## src/rtl/id_ex_stage_if.sv

```systemverilog
`timescale 1ns/1ps
`default_nettype none
// ============================================================================
// Module   : id_ex_stage_if
// Purpose  : Bundles the decode-side handshake, the EX back-pressure and
//            flush controls, the EX/MEM and WB forwarding buses and the
//            ALU-facing outputs of the ID/EX pipeline register.
// Modports : master - the surrounding pipeline (drives in_*, flush,
//                     ex_ready, *_fwd_*; observes in_ready and out_*)
//            slave  - the id_ex_stage register itself
// Revision : 1.0 - initial release
// ============================================================================
interface id_ex_stage_if #(
  parameter int DATA_W = 32,
  parameter int OP_W   = 7,
  parameter int REG_W  = 5
);
  // decode side
  logic              in_valid;
  logic [OP_W-1:0]   in_op;
  logic [REG_W-1:0]  in_rs1;
  logic [REG_W-1:0]  in_rs2;
  logic [REG_W-1:0]  in_rd;
  logic [DATA_W-1:0] in_rs1_data;
  logic [DATA_W-1:0] in_rs2_data;
  logic [DATA_W-1:0] in_imm;
  logic              in_use_imm;
  logic              in_ready;
  // control
  logic              flush;
  logic              ex_ready;
  // forwarding sources
  logic              mem_fwd_valid;
  logic [REG_W-1:0]  mem_fwd_rd;
  logic [DATA_W-1:0] mem_fwd_data;
  logic              mem_is_load;
  logic              wb_fwd_valid;
  logic [REG_W-1:0]  wb_fwd_rd;
  logic [DATA_W-1:0] wb_fwd_data;
  // ALU side
  logic              out_valid;
  logic [OP_W-1:0]   out_op;
  logic [DATA_W-1:0] out_x;
  logic [DATA_W-1:0] out_y;
  logic [DATA_W-1:0] out_store_data;
  logic [REG_W-1:0]  out_rd;
  logic              out_is_load;

  modport master (
    output in_valid, in_op, in_rs1, in_rs2, in_rd, in_rs1_data, in_rs2_data,
           in_imm, in_use_imm, flush, ex_ready,
           mem_fwd_valid, mem_fwd_rd, mem_fwd_data, mem_is_load,
           wb_fwd_valid, wb_fwd_rd, wb_fwd_data,
    input  in_ready, out_valid, out_op, out_x, out_y, out_store_data,
           out_rd, out_is_load
  );

  modport slave (
    input  in_valid, in_op, in_rs1, in_rs2, in_rd, in_rs1_data, in_rs2_data,
           in_imm, in_use_imm, flush, ex_ready,
           mem_fwd_valid, mem_fwd_rd, mem_fwd_data, mem_is_load,
           wb_fwd_valid, wb_fwd_rd, wb_fwd_data,
    output in_ready, out_valid, out_op, out_x, out_y, out_store_data,
           out_rd, out_is_load
  );
endinterface
`default_nettype wire

```

## src/rtl/id_ex_stage.sv

```systemverilog
`timescale 1ns/1ps
`default_nettype none
// ============================================================================
// Module   : id_ex_stage
// Purpose  : Decode/execute pipeline register in front of the ALU. Latches
//            the decoded instruction with its register operands, forwards
//            EX/MEM and WB results onto the ALU x/y inputs, inserts a single
//            bubble on a load-use dependency, holds under EX back-pressure
//            and drops its contents on flush.
// Ports    : clk, reset (synchronous, active high)
//            bus (id_ex_stage_if.slave):
//              in_*            decoded instruction and regfile read data
//              in_ready        stage can accept this cycle
//              flush, ex_ready kill / downstream consume
//              mem_fwd_*, mem_is_load, wb_fwd_*   forwarding sources
//              out_*           ALU op/x/y, store data, dest, load flag
// Revision : 1.0 - initial release
// ============================================================================

// Opcode encodings normally supplied by the shared constants header.
`ifndef ADD
`define ADD      7'd1
`endif
`ifndef SUB
`define SUB      7'd2
`endif
`ifndef MUL
`define MUL      7'd3
`endif
`ifndef LDB
`define LDB      7'd4
`endif
`ifndef LDW
`define LDW      7'd5
`endif
`ifndef STB
`define STB      7'd6
`endif
`ifndef STW
`define STW      7'd7
`endif
`ifndef MOV
`define MOV      7'd8
`endif
`ifndef BEQ
`define BEQ      7'd9
`endif
`ifndef JUMP
`define JUMP     7'd10
`endif
`ifndef TLBWRITE
`define TLBWRITE 7'd11
`endif
`ifndef IRET
`define IRET     7'd12
`endif

module id_ex_stage #(
  parameter int DATA_W = 32,
  parameter int OP_W   = 7,
  parameter int REG_W  = 5
) (
  input  wire          clk,
  input  wire          reset,
  id_ex_stage_if.slave bus
);

  // Held instruction fields
  logic              r_valid;
  logic [OP_W-1:0]   r_op;
  logic [REG_W-1:0]  r_rs1;
  logic [REG_W-1:0]  r_rs2;
  logic [REG_W-1:0]  r_rd;
  logic [DATA_W-1:0] r_rs1_data;
  logic [DATA_W-1:0] r_rs2_data;
  logic [DATA_W-1:0] r_imm;
  logic              r_use_imm;
  logic              r_is_load;

  logic              w_hazard;
  logic              w_in_is_load;
  logic [DATA_W-1:0] w_cap_rs1_data;
  logic [DATA_W-1:0] w_cap_rs2_data;
  logic [DATA_W-1:0] w_fwd_rs1;
  logic [DATA_W-1:0] w_fwd_rs2;

  // Resolve one source operand: EX/MEM result beats WB result beats the
  // latched register value. A load in EX/MEM has no data yet, so it never
  // forwards (the load-use interlock already kept the consumer back).
  function automatic logic [DATA_W-1:0] resolve(
    input logic [REG_W-1:0]  idx,
    input logic [DATA_W-1:0] latched,
    input logic              mem_v,
    input logic              mem_ld,
    input logic [REG_W-1:0]  mem_rd,
    input logic [DATA_W-1:0] mem_d,
    input logic              wb_v,
    input logic [REG_W-1:0]  wb_rd,
    input logic [DATA_W-1:0] wb_d
  );
    logic [DATA_W-1:0] res;
    res = latched;
    if (idx != '0) begin
      if (mem_v && !mem_ld && (mem_rd == idx))
        res = mem_d;
      else if (wb_v && (wb_rd == idx))
        res = wb_d;
    end
    return res;
  endfunction

  always_comb begin
    w_in_is_load = (bus.in_op == `LDB) || (bus.in_op == `LDW);

    w_hazard = r_valid && r_is_load && bus.in_valid && (r_rd != '0) &&
               ((bus.in_rs1 == r_rd) || (bus.in_rs2 == r_rd));

    // Regfile write and read in the same cycle: take the value being
    // written rather than the stale read data.
    w_cap_rs1_data = bus.in_rs1_data;
    if (bus.wb_fwd_valid && (bus.wb_fwd_rd != '0) && (bus.wb_fwd_rd == bus.in_rs1))
      w_cap_rs1_data = bus.wb_fwd_data;

    w_cap_rs2_data = bus.in_rs2_data;
    if (bus.wb_fwd_valid && (bus.wb_fwd_rd != '0) && (bus.wb_fwd_rd == bus.in_rs2))
      w_cap_rs2_data = bus.wb_fwd_data;

    // Re-evaluated every cycle, including while held under back-pressure.
    w_fwd_rs1 = resolve(r_rs1, r_rs1_data,
                        bus.mem_fwd_valid, bus.mem_is_load, bus.mem_fwd_rd, bus.mem_fwd_data,
                        bus.wb_fwd_valid, bus.wb_fwd_rd, bus.wb_fwd_data);
    w_fwd_rs2 = resolve(r_rs2, r_rs2_data,
                        bus.mem_fwd_valid, bus.mem_is_load, bus.mem_fwd_rd, bus.mem_fwd_data,
                        bus.wb_fwd_valid, bus.wb_fwd_rd, bus.wb_fwd_data);
  end

  always_ff @(posedge clk) begin
    if (reset) begin
      r_valid    <= 1'b0;
      r_op       <= '0;
      r_rs1      <= '0;
      r_rs2      <= '0;
      r_rd       <= '0;
      r_rs1_data <= '0;
      r_rs2_data <= '0;
      r_imm      <= '0;
      r_use_imm  <= 1'b0;
      r_is_load  <= 1'b0;
    end else if (bus.flush) begin
      r_valid <= 1'b0;
    end else if (r_valid && !bus.ex_ready) begin
      // back-pressure: keep everything
      r_valid <= r_valid;
    end else if (w_hazard) begin
      // load-use bubble; decode keeps presenting the consumer
      r_valid <= 1'b0;
    end else if (bus.in_valid) begin
      r_valid    <= 1'b1;
      r_op       <= bus.in_op;
      r_rs1      <= bus.in_rs1;
      r_rs2      <= bus.in_rs2;
      r_rd       <= bus.in_rd;
      r_rs1_data <= w_cap_rs1_data;
      r_rs2_data <= w_cap_rs2_data;
      r_imm      <= bus.in_imm;
      r_use_imm  <= bus.in_use_imm;
      r_is_load  <= w_in_is_load;
    end else begin
      r_valid <= 1'b0;
    end
  end

  assign bus.in_ready       = !r_valid || (bus.ex_ready && !w_hazard);
  assign bus.out_valid      = r_valid;
  assign bus.out_op         = r_op;
  assign bus.out_rd         = r_rd;
  assign bus.out_is_load    = r_is_load;
  assign bus.out_x          = w_fwd_rs1;
  assign bus.out_y          = r_use_imm ? r_imm : w_fwd_rs2;
  assign bus.out_store_data = w_fwd_rs2;

endmodule
`default_nettype wire

```

## src/flat_wrapper.sv

```systemverilog
// flat-port wrapper written by rule: the top's interface ports become plain ports
module id_ex_stage_flat 
#(
  parameter int DATA_W = 32,
  parameter int OP_W   = 7,
  parameter int REG_W  = 5
)
  (clk, reset, bus_in_valid, bus_in_op, bus_in_rs1, bus_in_rs2, bus_in_rd, bus_in_rs1_data, bus_in_rs2_data, bus_in_imm, bus_in_use_imm, bus_flush, bus_ex_ready, bus_mem_fwd_valid, bus_mem_fwd_rd, bus_mem_fwd_data, bus_mem_is_load, bus_wb_fwd_valid, bus_wb_fwd_rd, bus_wb_fwd_data, bus_in_ready, bus_out_valid, bus_out_op, bus_out_x, bus_out_y, bus_out_store_data, bus_out_rd, bus_out_is_load);
  id_ex_stage_if #(.DATA_W(DATA_W), .OP_W(OP_W), .REG_W(REG_W)) bus_i ();
  input  wire clk;
  input  wire reset;
  input wire logic [$bits(bus_i.in_valid)-1:0] bus_in_valid;
  input wire logic [$bits(bus_i.in_op)-1:0] bus_in_op;
  input wire logic [$bits(bus_i.in_rs1)-1:0] bus_in_rs1;
  input wire logic [$bits(bus_i.in_rs2)-1:0] bus_in_rs2;
  input wire logic [$bits(bus_i.in_rd)-1:0] bus_in_rd;
  input wire logic [$bits(bus_i.in_rs1_data)-1:0] bus_in_rs1_data;
  input wire logic [$bits(bus_i.in_rs2_data)-1:0] bus_in_rs2_data;
  input wire logic [$bits(bus_i.in_imm)-1:0] bus_in_imm;
  input wire logic [$bits(bus_i.in_use_imm)-1:0] bus_in_use_imm;
  input wire logic [$bits(bus_i.flush)-1:0] bus_flush;
  input wire logic [$bits(bus_i.ex_ready)-1:0] bus_ex_ready;
  input wire logic [$bits(bus_i.mem_fwd_valid)-1:0] bus_mem_fwd_valid;
  input wire logic [$bits(bus_i.mem_fwd_rd)-1:0] bus_mem_fwd_rd;
  input wire logic [$bits(bus_i.mem_fwd_data)-1:0] bus_mem_fwd_data;
  input wire logic [$bits(bus_i.mem_is_load)-1:0] bus_mem_is_load;
  input wire logic [$bits(bus_i.wb_fwd_valid)-1:0] bus_wb_fwd_valid;
  input wire logic [$bits(bus_i.wb_fwd_rd)-1:0] bus_wb_fwd_rd;
  input wire logic [$bits(bus_i.wb_fwd_data)-1:0] bus_wb_fwd_data;
  output wire logic [$bits(bus_i.in_ready)-1:0] bus_in_ready;
  output wire logic [$bits(bus_i.out_valid)-1:0] bus_out_valid;
  output wire logic [$bits(bus_i.out_op)-1:0] bus_out_op;
  output wire logic [$bits(bus_i.out_x)-1:0] bus_out_x;
  output wire logic [$bits(bus_i.out_y)-1:0] bus_out_y;
  output wire logic [$bits(bus_i.out_store_data)-1:0] bus_out_store_data;
  output wire logic [$bits(bus_i.out_rd)-1:0] bus_out_rd;
  output wire logic [$bits(bus_i.out_is_load)-1:0] bus_out_is_load;
  assign bus_i.in_valid = bus_in_valid;
  assign bus_i.in_op = bus_in_op;
  assign bus_i.in_rs1 = bus_in_rs1;
  assign bus_i.in_rs2 = bus_in_rs2;
  assign bus_i.in_rd = bus_in_rd;
  assign bus_i.in_rs1_data = bus_in_rs1_data;
  assign bus_i.in_rs2_data = bus_in_rs2_data;
  assign bus_i.in_imm = bus_in_imm;
  assign bus_i.in_use_imm = bus_in_use_imm;
  assign bus_i.flush = bus_flush;
  assign bus_i.ex_ready = bus_ex_ready;
  assign bus_i.mem_fwd_valid = bus_mem_fwd_valid;
  assign bus_i.mem_fwd_rd = bus_mem_fwd_rd;
  assign bus_i.mem_fwd_data = bus_mem_fwd_data;
  assign bus_i.mem_is_load = bus_mem_is_load;
  assign bus_i.wb_fwd_valid = bus_wb_fwd_valid;
  assign bus_i.wb_fwd_rd = bus_wb_fwd_rd;
  assign bus_i.wb_fwd_data = bus_wb_fwd_data;
  assign bus_in_ready = bus_i.in_ready;
  assign bus_out_valid = bus_i.out_valid;
  assign bus_out_op = bus_i.out_op;
  assign bus_out_x = bus_i.out_x;
  assign bus_out_y = bus_i.out_y;
  assign bus_out_store_data = bus_i.out_store_data;
  assign bus_out_rd = bus_i.out_rd;
  assign bus_out_is_load = bus_i.out_is_load;
  id_ex_stage #(.DATA_W(DATA_W), .OP_W(OP_W), .REG_W(REG_W)) u_core (.clk(clk), .reset(reset), .bus(bus_i));
endmodule
```

## config.mk

```make
export PLATFORM = sky130hd
export DESIGN_NAME = id_ex_stage_flat
export DESIGN_NICKNAME = d
export VERILOG_FILES = /design/src/rtl/id_ex_stage_if.sv /design/src/rtl/id_ex_stage.sv /design/src/flat_wrapper.sv
export SDC_FILE = /design/constraint.sdc
export NUM_CORES = 1
export LEC_CHECK = 0
export BUFFER_PORTS_ARGS = -buffer_cell sky130_fd_sc_hd__buf_2
export CAP_MARGIN = 40
export CORE_MARGIN = 8
export CORE_UTILIZATION = 27
export CTS_BUF_LIST = sky130_fd_sc_hd__clkbuf_4 sky130_fd_sc_hd__clkbuf_8
export CTS_CLUSTER_DIAMETER = 150
export CTS_CLUSTER_SIZE = 10
export DETAILED_ROUTE_END_ITERATION = 12
export GPL_ROUTABILITY_DRIVEN = 0
export PLACE_DENSITY_LB_ADDON = 0.15
export SLEW_MARGIN = 20
export SYNTH_ARGS = -nofsm -noshare
export SYNTH_HDL_FRONTEND = slang
export SYNTH_SLANG_ARGS = --single-unit
```

## constraint.sdc

```tcl
create_clock -name clk -period 5.3 [get_ports clk]
set_input_delay 0.795 -clock clk [delete_from_list [all_inputs] [get_ports clk]]
set_output_delay 0.795 -clock clk [all_outputs]
set_load 0.05 [all_outputs]
```

# ---- Word-level counts from Yosys, hierarchy flattened
# Cells that the tools add are included.
dict set report word_totals {
  reg_bits 121
  elab_cells 61
}
dict set report classes {
  eq_ne 10
  n_mux 11
  n_bitwise 3
  n_reduce_logical 27
}
# op count
set op_table {}
lappend op_table {{32-bit two-way mux} 9}
lappend op_table {{5-bit == test} 8}
lappend op_table {{5-bit nonzero test} 4}
lappend op_table {{7-bit by 3-bit == test with 1-bit output (second input constant)} 2}
lappend op_table {{1-bit logical AND} 14}
lappend op_table {{1-bit zero test} 4}
lappend op_table {{4-bit AND reduction} 1}
lappend op_table {{1-bit logical OR} 3}
lappend op_table {{1-bit NOT} 3}
lappend op_table {{1-bit two-way mux} 2}
lappend op_table {{2-bit OR reduction} 1}

# ---- Longest topological paths before layout
# Gate-level depths: netlist (run 1).
dict set report depth {
  word_depth 7
  mapped_depth 8
  mapped_depth_nobuf 5
}

# ---- Worst setup path after synthesis (run 1)
# Ideal clock, no wire load.
dict set report synth_path {
  kind {input-to-output}
  start {input port bus_wb_fwd_rd[3]}
  end {output port bus_out_x[0]}
  arrival_time_ps 2902
  t_required_ps 4505
  slack_ps 1603
  cell_stages 7
  path_cell_list {clkbuf_1 -> xor2_1 -> nor4_1 -> nand3_1 -> a21boi_1 -> buf_2 -> a2bb2oi_1}
}
dict set report synth_between {
  elab_chain_len 5
}
# element line
set synth_rtl {}
lappend synth_rtl {{start: declaration} flat_wrapper.sv:28} ;# input wire logic [$bits(bus_i.wb_fwd_rd)-1:0] bus_wb_fwd_rd;
lappend synth_rtl {{5-bit == test} id_ex_stage.sv:106} ;# else if (wb_v && (wb_rd == idx))
lappend synth_rtl {{1-bit logical AND} id_ex_stage.sv:106}
lappend synth_rtl {{32-bit two-way mux} id_ex_stage.sv:106}
lappend synth_rtl {{32-bit two-way mux} id_ex_stage.sv:104} ;# if (mem_v && !mem_ld && (mem_rd == idx))
lappend synth_rtl {{32-bit two-way mux} id_ex_stage.sv:103} ;# if (idx != '0) begin
lappend synth_rtl {{end: declaration} flat_wrapper.sv:33} ;# output wire logic [$bits(bus_i.out_x)-1:0] bus_out_x;
# No other way between the ends.

# ---- Worst setup path after layout (run 1)
dict set report layout_path {
  start {register u_core.r_rs2[0]}
  end {output port bus_out_y[15]}
}
dict set report layout_between {
  elab_chain_len 6
}
# element line
set layout_rtl {}
lappend layout_rtl {{start: declaration} id_ex_stage.sv:72} ;# logic [REG_W-1:0] r_rs2;
lappend layout_rtl {{start signal: assignment} id_ex_stage.sv:161} ;# r_rs2 <= bus.in_rs2;
lappend layout_rtl {{5-bit == test} id_ex_stage.sv:106}
lappend layout_rtl {{1-bit logical AND} id_ex_stage.sv:106}
lappend layout_rtl {{32-bit two-way mux} id_ex_stage.sv:106}
lappend layout_rtl {{32-bit two-way mux} id_ex_stage.sv:104}
lappend layout_rtl {{32-bit two-way mux (*)} id_ex_stage.sv:103}
lappend layout_rtl {{32-bit two-way mux (*)} id_ex_stage.sv:179} ;# assign bus.out_y = r_use_imm ? r_imm : w_fwd_rs2;
lappend layout_rtl {{end: declaration} flat_wrapper.sv:34} ;# output wire logic [$bits(bus_i.out_y)-1:0] bus_out_y;
# Every way passes the cells marked *; elsewhere a longest branch is shown, timed or not.

==> reports/metrics.yaml, run 1 <==
run_status: "completed"
seqPwrFrac: 0.349
hold_viol_final: 0
routed-via-count: 9440
post_cts_buffers: 0
n_fill_cell: 3702
synthCells: 1106
cts_tree: "built"
htree_levels: 4
grt_use_met2: 0.333
ys_ff_latch: 121
io_pins: 312
critPathLaunch: "u_core.r_rs2[0]$_SDFFE_PP0P_"
fmax_mhz: 245
drt_iter0_markers: 525
period_share: 0.770
hp-class: "reg2reg"
crit_path_start_kind: "register"
finalSetupViolations: 0
crit_type: "reg2out"
hold_buffers: 0
clock_latency_ns: 0.48
io_buffers: 311
path_clk_slew_ns: 0.09
drtAntennaViolNets: 0
swShare: 0.363
synth_nets: 1307
cts.path.max_buffers: 2
tritoncts.num_buffers: 17
hpwl_mm: 31.4
p_switching_mw: 1.04
row_count: 68
max_slew_margin: 0.434
rsz0062_at_grt: "false"
slew_viol_final: 0
p_int_mw: 1.83
final_util: 0.340
grt_use_met3: 0.0461
die_y_um: 202
min_period_ns: 4.08
routed_wl_mm: 41.9
grt_max_degree: 97
synth_cell_type_count: 46
worstMarginPinSlew_ns: 0.848
holdCritStartpoint: "u_core.bus.out_op[6]$_SDFFE_PP0P_"
clock_skew_ns: 0.0157
numPlacedInstances: 1775
yosysWarnings: 0
syn_to_final_growth_pct: 24.7
fin_tns_setup_ns: 0
route.detailed.drc: 0
synth_edf_count: 0
cts-root-buf: "clkbuf_8"
antenna_found_initial: 9
start_util: 0.273
busiest_layer: "met2"
required_ns: 4.51
clock_power_share: 0.356
drive_above_1_share: 0.335
synth_area_um2: 9380
die_area_um2: 41000
crit_path_end_kind: "output port"
cts_sinks: 121
grt_pass1_wl_mm: 62.8
cts-resized-gates: 0
overflow: 0
ys_seq_area_frac: 0.258
power.total_mw: 2.86
first_global_vias: 9897
power.leakage_nw: 4.79
p_per_area_nw_per_um2: 245
die_w_um: 202
drtPass1Iterations: 4
nets: 1541
cp_max_fo: 65
syn_avg_cell_area_um2: 8.48
viasPerCell: 5.21
arrival_ns: 3.28
grtUsageTotal: 0.199
ir_worst_vdd_mv: 0.164
wire_per_inst_um: 23.1
async_flop_share: 0
finalNonFillerCells: 1812
ys.flop_type: "dfxtp_1"
r2r-start: "u_core.bus.out_rd[0]$_SDFFE_PP0P_"
cap_violations: 0
core_area_um2: 34400
met1_usage: 0.248
combPwrFrac: 0.295
-- sequential cells by signal (all words and copies together), names as in the netlist --
| register | flops |
|---|---|
| u_core.r_use_imm | 1 |
| u_core.r_rs2_data | 32 |
| u_core.bus.out_op | 7 |
| u_core.bus.out_valid | 1 |
| u_core.r_imm | 32 |
| u_core.r_rs1 | 5 |
| u_core.r_rs2 | 5 |
| u_core.bus.out_is_load | 1 |
| u_core.r_rs1_data | 32 |
| u_core.bus.out_rd | 5 |
-- power by group through the flow --
stage	Sequential [mW]	Combinational, mW	Clock [mW]
after floorplan	1.02	0.563	0
after global placement	1.02	0.832	0
after detailed placement	1.02	0.845	0
after CTS	0.999	0.848	1.06
after global routing	1.01	0.902	1.08
final	1.00	0.845	1.02
-- worst max-delay path, cell delays in order (launching register included) --
cell	delay, ns
dfxtp_1	0.36
or4_1	0.58
nor2_4	0.12
buf_4	0.51
or2_2	0.67
o211ai_1	0.26
buf_2	0.27
-- area by class of cell --
type	instances	area, um^2	area share
antenna	5	12.5	0.00107
clock buffer	20	263	0.0225
clock inverter	11	195	0.0167
multi-input combinational	864	6360	0.544
sequential	121	2420	0.207
tap	455	569	0.0487
timing repair buffer	336	1880	0.160
-- path summary, 6_finish.rpt --
| check | endpoint | slack [ns] | depth (start not counted) |
|---|---|---|---|
| hold / removal | u_core.bus.out_op[6]$_SDFFE_PP0P_ | 0.47 | 2 |
| hold reg to reg | u_core.bus.out_op[6]$_SDFFE_PP0P_ | 0.47 | 2 |
| setup / recovery | bus_out_y[15] | 1.22 | 6 |
| setup reg to reg | u_core.r_imm[25]$_SDFFE_PP0P_ | 2.92 | 5 |
-- cells in the final DEF, fill, tap and decap left out, drive strengths merged, types with 33 or more instances in the layout --
cell type  Yosys  final
buf           59    336
dfxtp        121    121
nand2b       112    112
nor2b         97     97
o21ai         96     96
nand3         65     65
a21oi         64     64
mux2          64     64
mux2i         56     56
nand2         35     35
o211ai        35     35
a22oi         33     33
-- cells in the mapped netlist (31+ instances only) --
cell | instances | share of area
a22oi_1 | 32 | 0.026
nand2b_1 | 112 | 0.075
a21oi_1 | 64 | 0.034
o21ai_0 | 87 | 0.046
mux2i_1 | 56 | 0.060
o2bb2ai_1 | 32 | 0.030
dfxtp_1 | 121 | 0.26
nand2_1 | 35 | 0.014
o31ai_1 | 32 | 0.026
nor2b_1 | 97 | 0.065
mux2_4 | 59 | 0.094
o211ai_1 | 32 | 0.026
a2bb2oi_1 | 31 | 0.029
nand3_1 | 65 | 0.035
clkbuf_1 | 62 | 0.025
nand3b_1 | 32 | 0.026
-- cells by family (layout without fill, tap and decap cells) --
| kind of cell | Yosys count | after routing | synth area share |
|---|---|---|---|
| mux | 120 | 120 | 0.160 |
| flops | 121 | 121 | 0.258 |
| buf+inv | 121 | 367 | 0.0700 |
| other cells | 0 | 5 | 0 |
| compound gates | 333 | 333 | 0.240 |
| simple gates | 371 | 371 | 0.234 |
| xor+xnor | 40 | 40 | 0.0373 |
-- metrics by stage --
stage	hold slack (ns)	setup slack (ns)	instance area, um^2
6_report	0.472	1.22	11700
5_1_grt	0.491	1.01	11700
4_1_cts	0.478	1.18	11700
3_5_place_dp	0.462	1.24	11200
3_3_place_gp	0.458	0.927	11100
2_1_floorplan	0.449	1.60	9380
-- routing by layer --
layer  up-vias  wire, um  share of wire
li1       4458         -              -
met1      4569     18200           0.43
met2       346     20200           0.48
met3        61      2600          0.062
met4         6       933          0.022
met5         -        37        0.00088
No activity file was read; power rests on OpenSTA's default activity.
==> run 2, diff against run 1 <==
==> constraint.sdc (replaced) <==
create_clock -name clk -period 3.8 [get_ports clk]
set_input_delay 0.57 -clock clk [delete_from_list [all_inputs] [get_ports clk]]
set_output_delay 0.57 -clock clk [all_outputs]
set_load 0.05 [all_outputs]
==> run 2 against run 1 <==
Effect of this change: critical path depth grew 1; largest power group is now sequential cells; register-to-register slack lost 1.5 ns; global-route usage shrank 0.27 points; largest cell class unchanged.
==> reports/metrics.yaml, run 2 (synthesis gave the netlist of run 1 again) <==
overflow: 0  # unchanged
hpwl_mm: 30.7  # was 31.4 mm
htree_levels: 4  # unchanged
crit_path_end_kind: "output port"  # unchanged
place_ws_ns: 0.447  # was 1.24 ns
required_ns: 3.23  # was 4.51 ns
final_common_cell: "buf_2"  # unchanged
grt_max_degree: 85  # was 97
hp-class: "in2reg"  # was reg2reg
rsz0062_at_grt: "false"  # unchanged
fmax_mhz: 283
route.detailed.drc: 0  # unchanged
arrival_ns: 2.96  # was 3.28 ns
drive_above_1_share: 0.334  # was 0.335
worstMarginPinSlew_ns: 0.704  # was 0.848 ns
io_pins: 312  # unchanged
reg2reg_depth: 5  # unchanged
grtUsageTotal: 0.196  # was 0.199
syn_to_final_growth_pct: 26.1  # was 24.7%
numPlacedInstances: 1777  # was 1775
cp_max_fo: 18  # was 65
drtAntennaViolNets: 0  # unchanged
post_cts_buffers: 0  # unchanged
die_w_um: 202  # unchanged
grt_pass1_wl_mm: 62.4  # was 62.8 mm
antenna_found_initial: 6  # was 9
cap_violations: 0  # unchanged
worstHoldPathCells: 3  # was 2
wire_per_inst_um: 23.0  # was 23.1 um
drtPass1Iterations: 5  # was 4
die_y_um: 202  # unchanged
crit_path_start_kind: "register"  # unchanged
cts_sinks: 121  # unchanged
routed-via-count: 9332  # was 9440
fin_tns_setup_ns: 0  # unchanged
drt_iter0_markers: 446  # was 525
cts_tree: "built"  # unchanged
p_per_area_nw_per_um2: 324  # was 245 nW/um^2
crit_type: "reg2out"  # unchanged
min_period_ns: 3.53
viasPerCell: 5.15  # was 5.21
finalSetupViolations: 0  # unchanged
nets: 1542  # was 1541
clock_latency_ns: 0.46  # was 0.48 ns
row_count: 68  # unchanged
period_share: 0.929
hold_buffers: 0  # unchanged
cts-resized-gates: 0  # unchanged
tritoncts.num_buffers: 17  # unchanged
hold_viol_final: 0  # unchanged
reg_top3: "u_core.r_imm x32, u_core.r_rs1_data x32, u_core.r_rs2_data x32"  # unchanged
start_util: 0.273  # unchanged
layout_setup_ws_ns: 0.270  # was 1.22 ns
power.total_mw: 3.83  # was 2.86 mW
finalNonFillerCells: 1813  # was 1812
routed_wl_mm: 41.7  # was 41.9 mm
ir_worst_vdd_mv: 0.212  # was 0.164 mV
slew_viol_final: 0  # unchanged
run_status: "completed"  # unchanged
max_slew_margin: 0.530  # was 0.434
io_buffers: 311  # unchanged
die_area_um2: 41000  # unchanged
core_area_um2: 34400  # unchanged
clock_skew_ns: 0.0204  # was 0.0157 ns
first_global_vias: 9830  # was 9897
path_clk_slew_ns: 0.09  # about the same
cts.path.max_buffers: 2  # unchanged
final_cell_mix: "295 x buf_2, 120 x dfxtp_1, 112 x nand2b_1"  # was 310 x buf_2, 120 x dfxtp_1, 112 x nand2b_1
cts-root-buf: "clkbuf_8"  # unchanged
power.leakage_nw: 4.80  # was 4.79 nW
==> run 2: cell count changes in the layout (fill, tap and decap cells not counted), sizes merged <==
cell / previous run / this run
inv: 1 / 7
bufinv: 5 / 2
clkinvlp: 3 / 1
clkbuf: 20 / 17
buf: 336 / 337
clkinv: 2 / 5
diode: 5 / 4
==> run 2: path summary, 6_finish.rpt <==
| kind | from | endpoint | slack (ns) |
|---|---|---|---|
| hold / removal | bus_flush | u_core.bus.out_valid$_SDFFE_PP0N_ | 0.36 |
| setup reg to reg | u_core.bus.out_rd[0]$_SDFFE_PP0P_ | u_core.r_imm[18]$_SDFFE_PP0P_ | 1.40 |
| setup / recovery | u_core.r_rs2[4]$_SDFFE_PP0P_ | bus_out_store_data[10] | 0.27 |
| hold reg to reg | u_core.r_imm[28]$_SDFFE_PP0P_ | u_core.r_imm[28]$_SDFFE_PP0P_ | 0.48 |
==> run 2: metal layers <==
layer  GRT usage  share of wire
met5           0        0.00065
met4      0.0616          0.023
met3      0.0450          0.057
met2       0.326           0.48
met1       0.249           0.44
==> run 2: layout make-up <==
class	instances	area, um^2
well taps	455	569
flip-flops and latches	121	2420
multi-input cells	864	6350
clock buffers	17	234
clock inverters	15	161
fillers	3724	22500
repair buffers	337	2080
diodes	4	10.0
==> run 2: through the flow <==
stage               utilization  hold slack, ns  area (um^2)
finish                    0.344           0.361        11800
global route              0.344           0.330        11800
CTS                       0.344           0.325        11800
detailed placement        0.332           0.464        11400
global placement          0.332           0.458        11400
floorplan                     -           0.449         9380
==> run 2: report_power, final <==
part / total, mW / internal [mW] / switching (mW)
sequential: 1.39 / 1.33 / 0.0530
combinational: 1.21 / 0.420 / 0.785
clock: 1.24 / 0.595 / 0.642
==> run 2: critical path, stage by stage, from the launching register on <==
cell,delay (ns)
dfxtp_1,0.46
xor2_1,0.12
nor4_2,0.52
o2bb2a_1,0.46
or2_1,0.31
buf_4,0.22
o2bb2ai_1,0.16
buf_2,0.24
==> run 3, diff against run 2 <==
--- a/config.mk
+++ b/config.mk
@@ -10,11 +10,11 @@
 export CORE_MARGIN = 8
 export CORE_UTILIZATION = 27
 export CTS_BUF_LIST = sky130_fd_sc_hd__clkbuf_4 sky130_fd_sc_hd__clkbuf_8
-export CTS_CLUSTER_DIAMETER = 150
+export CTS_CLUSTER_DIAMETER = 60
 export CTS_CLUSTER_SIZE = 10
 export DETAILED_ROUTE_END_ITERATION = 12
 export GPL_ROUTABILITY_DRIVEN = 0
-export PLACE_DENSITY_LB_ADDON = 0.15
+export PLACE_DENSITY = 0.6
 export SLEW_MARGIN = 20
 export SYNTH_ARGS = -nofsm -noshare
 export SYNTH_HDL_FRONTEND = slang
==> run 3 against run 2 <==
Effect of this change: first-iteration DRC count rose by 34%; die area did not move; final cell count barely moved; highest routed layer unchanged.
==> reports/metrics.yaml, run 3 (synthesis gave the netlist of run 1 again) <==
run_status: "completed"  # unchanged
drtAntennaViolNets: 0  # unchanged
io_pins: 312  # unchanged
highest_layer: "met5"  # unchanged
hold_buffers: 0  # unchanged
cap_violations: 0  # unchanged
first_global_vias: 10020  # was 9830
period_share: 0.924  # was 0.929
final_common_cell: "buf_2"  # unchanged
viasPerCell: 5.27  # was 5.15
drtPass1Iterations: 5  # unchanged
power.total_mw: 3.85  # was 3.83 mW
core_area_um2: 34400  # unchanged
crit_type: "reg2out"  # unchanged
die_y_um: 202  # unchanged
fin_hold_ws_ns: 0.349  # was 0.361 ns
min_period_ns: 3.51  # was 3.53 ns
overflow: 0  # unchanged
grt_max_degree: 125  # was 85
grtUsageTotal: 0.191  # was 0.196
row_count: 68  # unchanged
slew_viol_final: 0  # unchanged
cts_tree: "built"  # unchanged
drt_iter0_markers: 596  # was 446
routed_wl_mm: 40.4  # was 41.7 mm
crit_path_start_kind: "register"  # unchanged
rsz0062_at_grt: "false"  # unchanged
p_int_mw: 2.38  # was 2.35 mW
syn_to_final_growth_pct: 27.4  # was 26.1%
cts.path.max_buffers: 2  # unchanged
hold_viol_final: 0  # unchanged
nets: 1547  # was 1542
antenna_found_initial: 1  # was 6
clock_latency_ns: 0.47  # was 0.46 ns
num_antenna_cells: 0  # was 4
tritoncts.num_buffers: 17  # unchanged
combPwrFrac: 0.320  # was 0.315
clock_skew_ns: 0.0146  # was 0.0204 ns
cts-resized-gates: 0  # unchanged
reg_top3: "u_core.r_imm x32, u_core.r_rs1_data x32, u_core.r_rs2_data x32"  # unchanged
start_util: 0.273  # unchanged
required_ns: 3.23  # about the same
cts_sinks: 121  # unchanged
wl_met2_mm: 19.2  # was 19.9 mm
place_ws_ns: 0.478  # was 0.447 ns
hp-class: "in2reg"  # unchanged
ir_worst_vdd_mv: 0.180  # was 0.212 mV
htree_levels: 4  # unchanged
path_clk_slew_ns: 0.09  # about the same
finalNonFillerCells: 1814  # was 1813
die_area_um2: 41000  # unchanged
route.detailed.drc: 0  # unchanged
power.leakage_nw: 4.84  # was 4.80 nW
hpwl_mm: 30.1  # was 30.7 mm
cp_max_fo: 26  # was 18
clock_power_share: 0.320  # was 0.323
wl_met1_mm: 16.5  # was 18.5 mm
max_slew_margin: 0.458  # was 0.530
swShare: 0.383  # was 0.386
crit_path_end_kind: "output port"  # unchanged
arrival_ns: 2.94  # was 2.96 ns
fmax_mhz: 285  # was 283 MHz
worstMarginPinSlew_ns: 0.810  # was 0.704 ns
p_switching_mw: 1.47  # was 1.48 mW
io_buffers: 311  # unchanged
p_per_area_nw_per_um2: 322  # was 324 nW/um^2
numPlacedInstances: 1781  # was 1777
layout_setup_ws_ns: 0.290  # was 0.270 ns
routed-via-count: 9563  # was 9332
met3_length_mm: 3.00  # was 2.37 mm
seqPwrFrac: 0.360  # was 0.362
drive_above_1_share: 0.336  # was 0.334
grt_pass1_wl_mm: 61.1  # was 62.4 mm
wire_per_inst_um: 22.3  # was 23.0 um
finalSetupViolations: 0  # unchanged
post_cts_buffers: 0  # unchanged
final_cell_mix: "287 x buf_2, 120 x dfxtp_1, 112 x nand2b_1"  # was 295 x buf_2, 120 x dfxtp_1, 112 x nand2b_1
cts-root-buf: "clkbuf_8"  # unchanged
die_w_um: 202  # unchanged
fin_tns_setup_ns: 0  # unchanged
run 3: final cells by class:
type | instances | area, um^2
fillers | 3661 | 22400
multi-input cells | 864 | 6350
flip-flops and latches | 121 | 2420
repair buffers | 342 | 2220
well taps | 455 | 569
clock buffers | 18 | 248
clock inverters | 14 | 148
run 3: power groups by stage:
| stage | registers (mW) | clock network, mW | logic [mW] |
|---|---|---|---|
| 3_3_place_gp | 1.41 | 0 | 1.22 |
| 4_1_cts | 1.38 | 1.29 | 1.23 |
| 3_5_place_dp | 1.41 | 0 | 1.23 |
| 5_1_grt | 1.39 | 1.34 | 1.31 |
| 2_1_floorplan | 1.42 | 0 | 0.786 |
| 6_report | 1.39 | 1.23 | 1.23 |
run 3: worst max-delay path, cell delays in order, from the launching register on:
cell	delay, ns
dfxtp_1	0.49
xor2_1	0.13
nor4_2	0.49
a211oi_4	0.11
buf_4	0.26
buf_4	0.20
a22oi_1	0.32
o211ai_1	0.19
buf_2	0.27
run 3: per-layer routing:
layer / up-vias / GRT usage
li1: 4467 / -
met5: - / 0
met3: 84 / 0.0472
met1: 4541 / 0.231
met2: 469 / 0.316
met4: 2 / 0.0894
run 3: worst paths after layout:
| check | start | slack, ns | depth (start not counted) | to |
|---|---|---|---|---|
| min reg2reg | u_core.bus.out_op[4]$_SDFFE_PP0P_ | 0.47 | 2 | u_core.bus.out_op[4]$_SDFFE_PP0P_ |
| max reg2reg | u_core.bus.out_rd[4]$_SDFFE_PP0P_ | 1.23 | 6 | u_core.r_rs1_data[8]$_SDFFE_PP0P_ |
| min | bus_flush | 0.35 | 3 | u_core.bus.out_valid$_SDFFE_PP0N_ |
| max | u_core.r_rs2[4]$_SDFFE_PP0P_ | 0.29 | 8 | bus_out_y[12] |
run 3: metrics by stage:
stage	cell area [um^2]	utilization
2_1_floorplan	9380	-
3_3_place_gp	11500	0.336
3_5_place_dp	11500	0.336
4_1_cts	11900	0.347
5_1_grt	12000	0.348
6_report	12000	0.348
